**config.mk**
```make
export PLATFORM = sky130hd
export DESIGN_NAME = usb_msd_bulk_in_packetizer
export DESIGN_NICKNAME = d
export VERILOG_FILES = /design/src/rtl/usb_msd_pkg.sv /design/src/rtl/usb_msd_bulk_in_packetizer.sv
export SDC_FILE = /design/constraint.sdc
export NUM_CORES = 1
export LEC_CHECK = 0
export CAP_MARGIN = 20
export CORE_AREA = 2 2 82 84
export DETAILED_ROUTE_END_ITERATION = 8
export DIE_AREA = 0 0 84 86
export GPL_ROUTABILITY_DRIVEN = 0
export PLACE_DENSITY = 0.79
export SLEW_MARGIN = 20
export SYNTH_ARGS = -nofsm -noshare
export SYNTH_HDL_FRONTEND = slang
export SYNTH_SLANG_ARGS = --single-unit
```
**constraint.sdc**
```tcl
create_clock -name usb_clk60_i -period 3.9 [get_ports usb_clk60_i]
set_input_delay 0.585 -clock usb_clk60_i [delete_from_list [all_inputs] [get_ports usb_clk60_i]]
set_output_delay 0.585 -clock usb_clk60_i [all_outputs]
set_load 0.05 [all_outputs]
```
**src/rtl/usb_msd_pkg.sv**
```systemverilog
// Shared types and constants for the MSD bulk-IN datapath.
package usb_msd_pkg;

    localparam int XFER_LEN_W = 16;

    localparam logic SRC_PROTO = 1'b0;
    localparam logic SRC_SD    = 1'b1;

    typedef enum logic [1:0] {
        ST_IDLE,
        ST_WAIT_DATA,
        ST_SEND,
        ST_WAIT_ACK
    } pkt_state_t;

endpackage

```
**src/rtl/usb_msd_bulk_in_packetizer.sv**
```systemverilog
// Splits a transfer from one TX FIFO into bulk-IN packets of at most MAX_PKT bytes.
// Latency: first byte 2 cycles after start when data is present; 1 byte/cycle inside a packet.
// Backpressure: a packet starts only once fully buffered, so it stalls only on pkt_ready_i.
module usb_msd_bulk_in_packetizer
    import usb_msd_pkg::*;
#(
    parameter int TX_DPTH_W    = 8,
    parameter int TX_SD_DPTH_W = 8,
    parameter int MAX_PKT      = 64
) (
    input  logic                    usb_clk60_i,
    input  logic                    usb_rst_n_i,
    input  logic                    start_i,
    input  logic [XFER_LEN_W-1:0]   len_i,
    input  logic                    src_sd_i,
    input  logic                    abort_i,
    input  logic [7:0]              tx_rdat_i,
    input  logic                    tx_rempty_i,
    input  logic [TX_DPTH_W:0]      tx_rnum_i,
    output logic                    tx_rena_o,
    input  logic [7:0]              tx_sd_rdat_i,
    input  logic                    tx_sd_rempty_i,
    input  logic [TX_SD_DPTH_W:0]   tx_sd_rnum_i,
    output logic                    tx_sd_rena_o,
    output logic                    pkt_valid_o,
    output logic [7:0]              pkt_data_o,
    output logic                    pkt_last_o,
    input  logic                    pkt_ready_i,
    input  logic                    pkt_ack_i,
    output logic                    pkt_abort_o,
    output logic                    busy_o,
    output logic [XFER_LEN_W-1:0]   bytes_left_o,
    output logic                    done_stb_o
);

    localparam int MIN_DPTH_W = (TX_DPTH_W < TX_SD_DPTH_W) ? TX_DPTH_W : TX_SD_DPTH_W;

    generate
        if (MAX_PKT < 1 || MAX_PKT > (1 << MIN_DPTH_W)) begin : g_bad_max_pkt
            $error("MAX_PKT must be in 1 .. 2**min(TX_DPTH_W, TX_SD_DPTH_W)");
        end
    endgenerate

    localparam logic [XFER_LEN_W-1:0] MAX_PKT_L = XFER_LEN_W'(MAX_PKT);

    pkt_state_t              state;
    logic [XFER_LEN_W-1:0]   left;
    logic [XFER_LEN_W-1:0]   cnt;
    logic                    src;
    logic                    done_stb;
    logic                    pkt_abort;

    logic [7:0]              sel_rdat;
    logic                    sel_rempty;
    logic [XFER_LEN_W-1:0]   sel_rnum;
    logic [XFER_LEN_W-1:0]   plen;
    logic                    in_send;
    logic                    pkt_valid;
    logic                    beat;

    always_comb begin
        sel_rdat   = tx_rdat_i;
        sel_rempty = tx_rempty_i;
        sel_rnum   = XFER_LEN_W'(tx_rnum_i);
        if (src == SRC_SD) begin
            sel_rdat   = tx_sd_rdat_i;
            sel_rempty = tx_sd_rempty_i;
            sel_rnum   = XFER_LEN_W'(tx_sd_rnum_i);
        end
    end

    assign plen      = (left < MAX_PKT_L) ? left : MAX_PKT_L;
    assign in_send   = (state == ST_SEND);
    // rnum never over-reports, so rempty is only a guard against a misbehaving FIFO
    assign pkt_valid = in_send & ~sel_rempty;
    assign beat      = pkt_valid & pkt_ready_i;

    assign pkt_valid_o  = pkt_valid;
    assign pkt_data_o   = in_send ? sel_rdat : 8'h00;
    assign pkt_last_o   = in_send && (cnt == 16'd1);
    assign tx_rena_o    = beat && (src == SRC_PROTO);
    assign tx_sd_rena_o = beat && (src == SRC_SD);
    assign busy_o       = (state != ST_IDLE);
    assign bytes_left_o = left;
    assign done_stb_o   = done_stb;
    assign pkt_abort_o  = pkt_abort;

    always_ff @(posedge usb_clk60_i or negedge usb_rst_n_i) begin
        if (!usb_rst_n_i) begin
            state     <= ST_IDLE;
            left      <= '0;
            cnt       <= '0;
            src       <= SRC_PROTO;
            done_stb  <= 1'b0;
            pkt_abort <= 1'b0;
        end else begin
            done_stb  <= 1'b0;
            pkt_abort <= 1'b0;
            if (abort_i) begin
                state     <= ST_IDLE;
                left      <= '0;
                cnt       <= '0;
                pkt_abort <= (state == ST_SEND);
            end else begin
                case (state)
                    ST_IDLE: begin
                        if (start_i) begin
                            left <= len_i;
                            src  <= src_sd_i;
                            // zero-length transfer completes without a ZLP
                            if (len_i == '0) begin
                                done_stb <= 1'b1;
                            end else begin
                                state <= ST_WAIT_DATA;
                            end
                        end
                    end
                    ST_WAIT_DATA: begin
                        if (sel_rnum >= plen) begin
                            cnt   <= plen;
                            state <= ST_SEND;
                        end
                    end
                    ST_SEND: begin
                        if (beat) begin
                            cnt  <= cnt - 16'd1;
                            left <= left - 16'd1;
                            if (cnt == 16'd1) begin
                                state <= ST_WAIT_ACK;
                            end
                        end
                    end
                    ST_WAIT_ACK: begin
                        if (pkt_ack_i) begin
                            if (left == '0) begin
                                done_stb <= 1'b1;
                                state    <= ST_IDLE;
                            end else begin
                                state <= ST_WAIT_DATA;
                            end
                        end
                    end
                    default: state <= ST_IDLE;
                endcase
            end
        end
    end

endmodule

```
==> metrics.txt <==
# TYPE chip_impl_metric gauge
chip_impl_metric{name="worst_setup_hold_path_clk_slew",unit="ns"} 0.08
chip_impl_metric{name="num_vias",unit=""} 3194
chip_impl_metric{name="dp_hpwl",unit="µm"} 6920
chip_impl_metric{name="detail_route.vias_per_cell",unit=""} 6.12
chip_impl_metric{name="placeableCoreArea",unit="mm²"} 0.00628
chip_impl_metric{name="rr_worst_depth",unit=""} 10
chip_impl_metric{name="fill_cell_count",unit=""} 545
chip_impl_metric{name="p_leak",unit="nW"} 1.66
chip_impl_info{name="worst-setup-path-type",value="reg -> reg"} 1
chip_impl_metric{name="grt_pass1_vias",unit=""} 3089
chip_impl_metric{name="cts_buffers",unit=""} 5
chip_impl_metric{name="detail_route.wirelength",unit="µm"} 9160
chip_impl_metric{name="synth_sequential_area_ratio",unit="%"} 31.1
chip_impl_metric{name="post-route-drc-count",unit=""} 0
chip_impl_info{name="cts_tree",value="built"} 1
chip_impl_info{name="r2r-end",value="cnt[13]"} 1
chip_impl_metric{name="dieHeight",unit="µm"} 86
chip_impl_metric{name="relSlewSlack",unit="%"} 35.4
chip_impl_metric{name="clock_sinks",unit=""} 37
chip_impl_info{name="cts.root.buffer_cell",value="sky130_fd_sc_hd__clkbuf_8"} 1
chip_impl_metric{name="grt_max_degree",unit=""} 38
chip_impl_metric{name="crit_path_max_cell_delay",unit="ns"} 0.49
chip_impl_metric{name="numPortBuffers",unit=""} 89
chip_impl_metric{name="final_antenna_violating_net_count",unit=""} 0
chip_impl_metric{name="timing_hold_violations_final",unit=""} 0
chip_impl_metric{name="post_cts_resize_count",unit=""} 0
chip_impl_metric{name="finish.utilization",unit="%"} 64.6
chip_impl_metric{name="synth_async_sr_flop_share",unit="%"} 100
chip_impl_metric{name="cellPowerDensity",unit="mW/mm²"} 661
chip_impl_metric{name="clockBufferDepth",unit=""} 2
chip_impl_metric{name="grt_use_total",unit="%"} 25.9
chip_impl_metric{name="mappedNetlistArea",unit="mm²"} 0.00298
chip_impl_metric{name="cp_data_required_time",unit="ns"} 4.09
chip_impl_info{name="synth_top_area_cell",value="sky130_fd_sc_hd__dfrtp_1"} 1
chip_impl_metric{name="critical_path.max_fanout",unit=""} 10
chip_impl_metric{name="timing_max_transition_violations_final",unit=""} 0
chip_impl_metric{name="synthToLayoutAreaGrowth",unit="%"} 36.1
chip_impl_metric{name="grt_antenna_before_repair",unit=""} 0
chip_impl_metric{name="critPathBufInv",unit=""} 0
chip_impl_metric{name="synth_enable_flop_cells",unit=""} 0
chip_impl_info{name="yosys-top-cells-count",value="sky130_fd_sc_hd__nor2_1, sky130_fd_sc_hd__o21ai_0, sky130_fd_sc_hd__dfrtp_1"} 1
chip_impl_metric{name="max_cap_viol_count",unit=""} 0
chip_impl_info{name="grt_setup_unrepaired",value="no"} 1
chip_impl_metric{name="fp.dieArea",unit="mm²"} 0.00722
chip_impl_info{name="netlist_top_cells_area",value="sky130_fd_sc_hd__dfrtp_1, sky130_fd_sc_hd__o21ai_0, sky130_fd_sc_hd__ha_1"} 1
chip_impl_metric{name="ioPinCount",unit=""} 90
chip_impl_metric{name="initial_utilization",unit="%"} 47.5
chip_impl_metric{name="achievable-frequency",unit="GHz"} 0.293
chip_impl_info{name="synth-main-ff-cell",value="sky130_fd_sc_hd__dfrtp_1"} 1
chip_impl_metric{name="setup-violations-final",unit=""} 0
chip_impl_metric{name="nNetsFinal",unit=""} 520
chip_impl_metric{name="wp_data_arrival",unit="ns"} 3.60
chip_impl_metric{name="n_antenna_cell",unit=""} 0
chip_impl_metric{name="cts_setup_buffers",unit=""} 0
chip_impl_info{name="worstPathCellList",value="nor4_2, and4b_1, nand2_1, ha_1, o21a_1, nor2_1, o41ai_2, and2_1, nand3_2, o41ai_1"} 1
chip_impl_metric{name="ys_ff_latch",unit=""} 37
chip_impl_metric{name="floorplan.rows",unit=""} 29
chip_impl_metric{name="grt_pass1_wl",unit="µm"} 15300
chip_impl_metric{name="synthesis.instances",unit=""} 359
chip_impl_metric{name="cts.hold.buffers_added",unit=""} 0
chip_impl_metric{name="worst_slew_pin_slew",unit="ns"} 0.970
chip_impl_metric{name="floorplan.die.width",unit="µm"} 84
chip_impl_metric{name="clkLatencyLatePin",unit="ns"} 0.29
chip_impl_metric{name="period_utilisation_layout",unit="%"} 87.5
chip_impl_metric{name="regToRegSetupSlack",unit="ns"} 0.49
chip_impl_metric{name="total_power",unit="mW"} 2.68
chip_impl_metric{name="drive_above_1_share",unit="%"} 8.76
chip_impl_metric{name="firstDrtPassIters",unit=""} 5
chip_impl_info{name="worst_path_dominant_cell_family",value="simple AND/OR/NAND/NOR gates"} 1
chip_impl_metric{name="syn_area_per_cell",unit="µm²"} 8.30
chip_impl_metric{name="timing.clock.skew",unit="ns"} 0.00623
chip_impl_metric{name="min_clock_period_post_route",unit="ns"} 3.41
chip_impl_info{name="critPathCaptureType",value="register"} 1
chip_impl_metric{name="clock_tree.htree_level_count",unit=""} 2
chip_impl_info{name="hold_path_class",value="in -> async"} 1
chip_impl_metric{name="ys_warn_count",unit=""} 0
chip_impl_metric{name="synth.distinct_cells",unit=""} 59
chip_impl_info{name="timing.critical_path.slowest_stage_cell",value="sky130_fd_sc_hd__and4b_1"} 1
chip_impl_metric{name="fin_setup_tns",unit="ns"} 0
chip_impl_info{name="yosysMostFrequentCell",value="sky130_fd_sc_hd__nor2_1"} 1
chip_impl_info{name="rr_startpoint",value="bytes_left_o[7]"} 1
chip_impl_metric{name="initialDrtViolationCount",unit=""} 221
chip_impl_info{name="setup.worst_path.start_class",value="register"} 1
chip_impl_info{name="outcome",value="complete, no violations"} 1
chip_impl_metric{name="synthDominantCellAreaShare",unit="%"} 31.1
chip_impl_metric{name="grt_overflow_total",unit=""} 0
chip_impl_metric{name="routed_wire_length_per_instance",unit="µm"} 17.5
chip_impl_metric{name="worst_voltage_drop_across_the_vdd_grid",unit="µV"} 369
## cells by family (layout without fill, tap and decap cells)
group                    count (synthesis)  after routing  share of synthesized area [%]
AND/OR/NAND/NOR                        135            135                           25.4
AO/OA/AOI/OAI                          116            116                           23.6
flip-flops                              37             37                           31.1
buffers and inverters                   29            114                           4.20
multiplexers                            23             23                           8.19
adder cells (fa/ha/maj)                 17             17                           7.14
other                                    1              2                          0.126
XOR/XNOR                                 1              1                          0.294
## cell type report
type                       instances  area [µm²]  share of cell area, %
clock inverter                     3        65.1                   1.60
clock buffer                       5        68.8                   1.70
multi-input combinational        294        1930                   47.6
sequential                        37         926                   22.8
timing repair buffer              94         923                   22.8
inverter                          12        45.0                   1.11
tap                               77        96.3                   2.37
## how the worst max path moves through the flow
stage / start / endpoint / slack [ns] / depth (start not counted)
finish: bytes_left_o[7] / cnt[13] / 0.49 / 10
floorplan: bytes_left_o[7] / cnt[4] / 0.80 / 12
global placement: bytes_left_o[7] / cnt[6] / 0.74 / 10
detailed placement: bytes_left_o[7] / cnt[6] / 0.61 / 10
CTS: bytes_left_o[7] / cnt[9] / 0.56 / 10
global route: bytes_left_o[7] / cnt[6] / 0.26 / 10
## registers in the layout, summed over array words and instances (netlist names)
| register | flops |
|---|---|
| bytes_left_o | 16 |
| cnt | 16 |
| state | 2 |
| done_stb_o | 1 |
| pkt_abort_o | 1 |
| src | 1 |
## metrics by stage
step / cells / cell area [µm²] / hold slack (ns) / setup slack, ns
finish: 522 / 4060 / 0.406 / 0.489
global route: 522 / 4060 / 0.459 / 0.261
CTS: 522 / 4060 / 0.429 / 0.561
detailed placement: 514 / 3920 / 0.499 / 0.607
global placement: 514 / 3920 / 0.495 / 0.743
floorplan: 360 / 2980 / 0.289 / 0.799
## layer usage
layer	share of wire (%)	vias to the layer above	GRT usage [%]
met5	0	-	0
met4	1.2	0	6.74
met3	7.5	12	5.29
met2	48	154	43.8
met1	43	1531	34.2
li1	-	1497	-
## power breakdown
part | switching, mW | internal (mW) | leakage (nW)
clock network | 0.146 | 0.254 | 0.0681
registers | 0.172 | 0.480 | 0.496
logic | 1.02 | 0.606 | 1.10
## placed cells by master (no fill, tap or decap), types with 12 or more instances in the layout
cell / Yosys / layout
sky130_fd_sc_hd__inv_1: 12 / 12
sky130_fd_sc_hd__nor3_1: 12 / 12
sky130_fd_sc_hd__mux2i_1: 12 / 12
sky130_fd_sc_hd__nand2_1: 24 / 24
sky130_fd_sc_hd__dfrtp_1: 37 / 37
sky130_fd_sc_hd__nor2_1: 47 / 47
sky130_fd_sc_hd__ha_1: 17 / 17
sky130_fd_sc_hd__o21ai_0: 44 / 44
sky130_fd_sc_hd__clkdlybuf4s50_1: 0 / 88
sky130_fd_sc_hd__a21oi_1: 32 / 32
No activity file was read; power rests on OpenSTA's default activity.
